===== config.mk =====
export PLATFORM = sky130hd
export DESIGN_NAME = zbus_master
export DESIGN_NICKNAME = d
export VERILOG_FILES = /design/src/rtl/zbus_master.sv
export SDC_FILE = /design/constraint.sdc
export NUM_CORES = 1
export LEC_CHECK = 0
export ABC_AREA = 0
export BUFFER_PORTS_ARGS = -buffer_cell sky130_fd_sc_hd__buf_2
export CORE_ASPECT_RATIO = 1.5
export CORE_UTILIZATION = 51
export CTS_BUF_LIST = sky130_fd_sc_hd__clkbuf_8 sky130_fd_sc_hd__clkbuf_16
export DETAILED_ROUTE_END_ITERATION = 10
export HOLD_SLACK_MARGIN = 0.05
export PLACE_DENSITY = 0.8
export SLEW_MARGIN = 10
export SYNTH_ARGS = -nofsm -noshare
export SYNTH_HDL_FRONTEND = slang
export SYNTH_SLANG_ARGS = --single-unit

===== constraint.sdc =====
create_clock -name clk -period 3.1 [get_ports clk]
set_input_delay 0.31 -clock clk [delete_from_list [all_inputs] [get_ports clk]]
set_output_delay 0.31 -clock clk [all_outputs]
set_load 0.005 [all_outputs]

===== src/rtl/zbus_master.sv =====
// zbus_master -- Z80 bus-cycle initiator.
//
// Turns a single-request command interface into Z80 machine cycles
// (opcode fetch with refresh, memory read/write, I/O read/write, interrupt
// acknowledge, nop). T-state boundaries come from the zpos/zneg clock-enable
// strobes. Everything runs on clk.
//
// Ports:
//   clk, rst_n       FPGA clock, asynchronous active-low reset
//   zpos, zneg       one-clk strobes for Z80 clock rising / falling edges
//   req              cycle request (level), sampled only when a cycle may start
//   cyc_type         0 opfetch, 1 memrd, 2 memwr, 3 iord, 4 iowr, 5 intack, 6/7 nop
//   addr_in, wdata   cycle address / write data, captured at acceptance
//   ireg             I register, upper byte of the refresh address
//   wait_n, din      Z80 WAIT input and bus data in
//   a, dout, data_oe address bus, data out and its output enable
//   mreq_n .. rfsh_n bus strobes
//   busy, done       cycle in progress / one-clk completion pulse
//   rdata, rreg      captured read data / 7-bit R register
module zbus_master (
    input  logic        clk,
    input  logic        rst_n,
    input  logic        zpos,
    input  logic        zneg,
    input  logic        req,
    input  logic [2:0]  cyc_type,
    input  logic [15:0] addr_in,
    input  logic [7:0]  wdata,
    input  logic [7:0]  ireg,
    input  logic        wait_n,
    input  logic [7:0]  din,
    output logic [15:0] a,
    output logic [7:0]  dout,
    output logic        data_oe,
    output logic        mreq_n,
    output logic        iorq_n,
    output logic        rd_n,
    output logic        wr_n,
    output logic        m1_n,
    output logic        rfsh_n,
    output logic        busy,
    output logic        done,
    output logic [7:0]  rdata,
    output logic [6:0]  rreg
);
    localparam logic [2:0] TY_OPF  = 3'd0;
    localparam logic [2:0] TY_MRD  = 3'd1;
    localparam logic [2:0] TY_MWR  = 3'd2;
    localparam logic [2:0] TY_IORD = 3'd3;
    localparam logic [2:0] TY_IOWR = 3'd4;
    localparam logic [2:0] TY_INTA = 3'd5;

    typedef enum logic [2:0] {S_IDLE, S_T1, S_T2, S_TW, S_T3, S_T4} state_t;

    state_t     state_reg, state_next;
    logic [2:0] type_reg, type_next;
    // Automatic wait states still to be entered in this cycle.
    logic [1:0] auto_reg, auto_next;
    logic       wait_smp_reg;

    logic       is_nop, is_rfsh, is_io, last_t, at_boundary, accept;
    logic       new_is_wr, new_is_m1;
    logic [1:0] new_auto;

    assign is_nop  = type_reg[2] & type_reg[1];
    assign is_rfsh = (type_reg == TY_OPF) || (type_reg == TY_INTA);
    assign is_io   = (type_reg == TY_IORD) || (type_reg == TY_IOWR);

    always_comb begin
        new_auto = 2'd0;
        if (cyc_type == TY_IORD || cyc_type == TY_IOWR) begin
            new_auto = 2'd1;
        end else if (cyc_type == TY_INTA) begin
            new_auto = 2'd2;
        end
        new_is_wr = (cyc_type == TY_MWR) || (cyc_type == TY_IOWR);
        new_is_m1 = (cyc_type == TY_OPF) || (cyc_type == TY_INTA);
    end

    // The current T-state is the final one of its cycle.
    always_comb begin
        last_t = 1'b0;
        case (state_reg)
            S_T1:    last_t = is_nop;
            S_T3:    last_t = !is_rfsh;
            S_T4:    last_t = 1'b1;
            default: last_t = 1'b0;
        endcase
    end

    assign at_boundary = (state_reg == S_IDLE) || last_t;
    assign accept      = zpos && at_boundary && req;

    always_comb begin
        state_next = state_reg;
        type_next  = type_reg;
        auto_next  = auto_reg;
        if (zpos) begin
            if (at_boundary) begin
                if (req) begin
                    state_next = S_T1;
                    type_next  = cyc_type;
                    auto_next  = new_auto;
                end else begin
                    state_next = S_IDLE;
                end
            end else begin
                case (state_reg)
                    S_T1: state_next = S_T2;
                    S_T2, S_TW: begin
                        // Automatic TWs first, then WAIT decides.
                        if (auto_reg != 2'd0) begin
                            state_next = S_TW;
                            auto_next  = auto_reg - 2'd1;
                        end else if (!wait_smp_reg) begin
                            state_next = S_TW;
                        end else begin
                            state_next = S_T3;
                        end
                    end
                    S_T3:    state_next = S_T4;
                    default: state_next = S_IDLE;
                endcase
            end
        end
    end

    always_ff @(posedge clk or negedge rst_n) begin
        if (!rst_n) begin
            state_reg    <= S_IDLE;
            type_reg     <= 3'd0;
            auto_reg     <= 2'd0;
            wait_smp_reg <= 1'b1;
        end else begin
            state_reg <= state_next;
            type_reg  <= type_next;
            auto_reg  <= auto_next;
            // WAIT is only meaningful once the automatic TWs are used up.
            if (zneg && (state_reg == S_T2 || state_reg == S_TW) && auto_reg == 2'd0) begin
                wait_smp_reg <= wait_n;
            end
        end
    end

    always_ff @(posedge clk or negedge rst_n) begin
        if (!rst_n) begin
            a       <= 16'h0000;
            dout    <= 8'h00;
            data_oe <= 1'b0;
            mreq_n  <= 1'b1;
            iorq_n  <= 1'b1;
            rd_n    <= 1'b1;
            wr_n    <= 1'b1;
            m1_n    <= 1'b1;
            rfsh_n  <= 1'b1;
            busy    <= 1'b0;
            done    <= 1'b0;
            rdata   <= 8'h00;
            rreg    <= 7'h00;
        end else begin
            done <= 1'b0;
            if (zpos) begin
                if (at_boundary) begin
                    if (last_t) begin
                        done    <= 1'b1;
                        data_oe <= 1'b0;
                        rfsh_n  <= 1'b1;
                        if (state_reg == S_T4) begin
                            rreg <= rreg + 7'd1;
                        end
                    end
                    // A new cycle overrides the end-of-cycle cleanup above.
                    if (accept) begin
                        a    <= addr_in;
                        m1_n <= !new_is_m1;
                        if (new_is_wr) begin
                            dout    <= wdata;
                            data_oe <= 1'b1;
                        end
                    end
                    busy <= accept;
                end else if (state_reg == S_T1) begin
                    if (is_io) begin
                        iorq_n <= 1'b0;
                        if (type_reg == TY_IORD) rd_n <= 1'b0;
                        else                     wr_n <= 1'b0;
                    end
                end else if (state_next == S_T3 && is_rfsh) begin
                    // Fetched byte is taken at T3 rise; refresh half begins.
                    rdata  <= din;
                    m1_n   <= 1'b1;
                    mreq_n <= 1'b1;
                    rd_n   <= 1'b1;
                    iorq_n <= 1'b1;
                    rfsh_n <= 1'b0;
                    a      <= {ireg, 1'b0, rreg};
                end
            end else if (zneg) begin
                case (state_reg)
                    S_T1: begin
                        if (type_reg == TY_OPF || type_reg == TY_MRD) begin
                            mreq_n <= 1'b0;
                            rd_n   <= 1'b0;
                        end else if (type_reg == TY_MWR) begin
                            mreq_n <= 1'b0;
                        end
                    end
                    S_T2: begin
                        if (type_reg == TY_MWR) wr_n <= 1'b0;
                    end
                    S_TW: begin
                        if (type_reg == TY_INTA && auto_reg == 2'd0) iorq_n <= 1'b0;
                    end
                    S_T3: begin
                        if (is_rfsh) begin
                            mreq_n <= 1'b0;
                        end else begin
                            if (type_reg == TY_MRD || type_reg == TY_IORD) rdata <= din;
                            mreq_n <= 1'b1;
                            iorq_n <= 1'b1;
                            rd_n   <= 1'b1;
                            wr_n   <= 1'b1;
                        end
                    end
                    S_T4:    mreq_n <= 1'b1;
                    default: ;
                endcase
            end
        end
    end
endmodule

==> impl_results.md <==
- Antenna diode count: 0
- Vias in the first global route: 2440
- Post_cts resized: 0
- Flip-flop count of the largest register after layout: 16
- Sink Count: 57
- Synth Cell Area: 0.00298 sq mm
- TritonCTS Buffers: 9
- Initial Utilization: 0.539
- Maximum vdd drop: 422 uV
- Worst path max stage delay: 0.62 ns
- PortBufs: 96
- Layout filler cell count: 447
- EDFF count, synth: 0
- CP delay by family, top: simple AND/OR/NAND/NOR gates
- Grt ovf: 0
- Crit path arrival time: 2.99 ns
- Sequential-to-total area share from yosys stat: 0.481
- Design Area, Final: 0.00378 sq mm
- Worst Hold Depth: 2
- Placed cell area: 0.00351 sq mm
- Met3 wire len: 366 um
- Slew headroom: 0.527
- Syn avg cell area: 10.5 sq um
- Clock Latency Late Sink: 0.33 ns
- Final Setup Violations: 0
- Maximum fanout along the worst path: 22
- Setup TNS: 0 ns
- Crit path cell chain: nor3b_1 > a22o_1 > nor2_4 > nand3_4 > or3_1 > mux2_4
- CP Depth: 6
- Gp weighted congestion: 0.851
- Max Cap Viol: 0
- Largest Register: a
- Crit path kind: flop to flop
- Crit path launch type: flop
- Synth async-reset ratio: 1.00
- Synth warnings: 0
- Tot GR Track Use: 0.249
- Post-CTS Repair Setup Buffers: 0
- Mux contribution to synthesized area: 0.153
- Die W: 64.5 um
- Initial detailed-routing violation count: 121
- Pwr Total: 3.52 mW
- H-tree levels: 3
- CTS clk-pin slew, worst paths: 0.07 ns
- Slowest-stage cell, CP: or3_1
- Synth Net Count: 335
- Yosys reg bits: 57
- Root buffer cell: clkbuf_8
- Worst r2r src: type_reg[1]
- Worst setup startpoint: type_reg[1]
- Crit path capture type: flop
- Fin Hold WS: 0.202 ns
- Simple-gate share of the synthesized area: 0.161
- Largest net degree at the start of global routing: 33
- Final WS setup: 0.327 ns
- Post-Synth XOR/XNOR Area: 0.0289
- Pins Over Slew Limit: 0
- Main combinational cell family by area after synthesis: simple AND/OR/NAND/NOR gates
- Placed wire-length estimate: 5.28 mm
- Initial antenna violation count: 0
- Final Hold Vio Count: 0
- Worst Path Buf+Inv: 0
- Unrepaired setup endpoints after global routing: false
- Post-synth cell types: 59
- Leak pwr: 1.97 nW
- I/O pin cnt: 97
- First-pass GRT wire length: 11.4 mm
- TritonCTS clock tree: yes
- Commonest non-fill, non-tap cell in the layout: buf_2
- Adder-cell area share of the yosys netlist: 0.00839
- Die ar.: 0.00617 sq mm
- Drt pass-1 iters: 5
- Compound-gate portion of the synthesized area: 0.129
- Worst hold start: wait_n
- CP required: 3.31 ns
- Final #Nets: 434
- WL/cell: 15.7 um
- Layout cells sized above 1: 0.438
- Vias per cell: 5.50
- Power per Cell Area: 932 mW/mm^2
- Number of remaining DRC errors: 0
- WL met1: 2.76 mm
- Fin util: 0.682
- Reg2reg path depth: 6
- Clk buf depth: 2
- Clock skew: 0.00870 ns
- Top sig layer: met4
- FP Rows: 33
- Synth Instances: 284
- Met2 WL: 3.82 mm
- Fmax: 361 MHz
- Least-Margin Pin Slew: 0.710 ns
- Worst slack at placement: 0.334 ns
- Non-Filler Instances: 458
- Hold Crit Class: input pin to flop
- Final WL: 7.20 mm
- Area delta synth->final: 26.5%
- Status: finished, final reports clean
- Seq. cell area: 0.00144 sq mm
- Core area: 0.00553 sq mm
- Main synth FF type: dfrtp_1
- Largest registers: a: 16 flops, dout: 8 flops, rdata: 8 flops
- DR vias: 2518
- Most frequent cells in the layout: buf_2 (96), nand2_1 (60), dfrtp_1 (50)
- Antenna Nets Post-Route: 0
- Placed Instances: 441
- DIE HEIGHT: 95.7 um
- Area occupied by multi-input gates: 0.00143 sq mm
- Cts hold-fix bufs: 1
- Final min period: 2.77 ns
- Final period utilization: 0.894
[cell type report]
class / count / area share
Sequential cell: 57 / 0.380
Multi-Input combinational cell: 203 / 0.379
Timing Repair Buffer: 103 / 0.142
Clock buffer: 11 / 0.0401
Clock inverter: 5 / 0.0272
Tap cell: 70 / 0.0232
Inverter: 9 / 0.00895
[power by group]
group,internal [mW],switching [mW],leakage (nW),total [mW]
Combinational,0.666,0.706,1.12,1.37
Clock,0.576,0.299,0.131,0.875
Sequential,1.07,0.203,0.715,1.27
Total,2.31,1.21,1.97,3.52
[cell families (layout without fill, tap and decap cells)]
family	Yosys count	in the layout
multiplexers	38	38
flip-flops	57	57
XOR/XNOR	9	9
buffers and inverters	24	128
AO/OA/AOI/OAI	54	54
AND/OR/NAND/NOR	100	100
adder cells (fa/ha/maj)	2	2
[routing by layer]
metal	vias to the layer above	GRT usage
li1	1195	-
met1	1207	0.291
met4	0	0.161
met5	-	0
met2	93	0.407
met3	23	0.0562
[cell usage after synthesis, drive strengths merged (3+ instances only)]
cell / n / area (sq um)
nand2: 60 / 225
dfrtp: 50 / 1250
mux2: 36 / 435
o21ai: 16 / 83.8
buf: 13 / 77.6
a21oi: 12 / 75.1
nor2: 10 / 45.0
inv: 9 / 33.8
dfstp: 7 / 184
xnor2: 6 / 60.1
nand3: 5 / 37.5
nand2b: 4 / 25.0
nor2b: 3 / 18.8
nor3b: 3 / 22.5
o211ai: 3 / 27.5
o41ai: 3 / 26.3
xor2: 3 / 26.3
[path summary, 6_finish.rpt]
check	slack, ns	endpoint
setup / recovery	0.33	dout[3]
hold / removal	0.20	wait_smp_reg
hold reg to reg	0.48	rfsh_n
setup reg to reg	0.33	dout[3]
min in group asynchronous	0.56	a[0]
max in group asynchronous	1.67	m1_n
No activity file was read; power rests on OpenSTA's default activity.
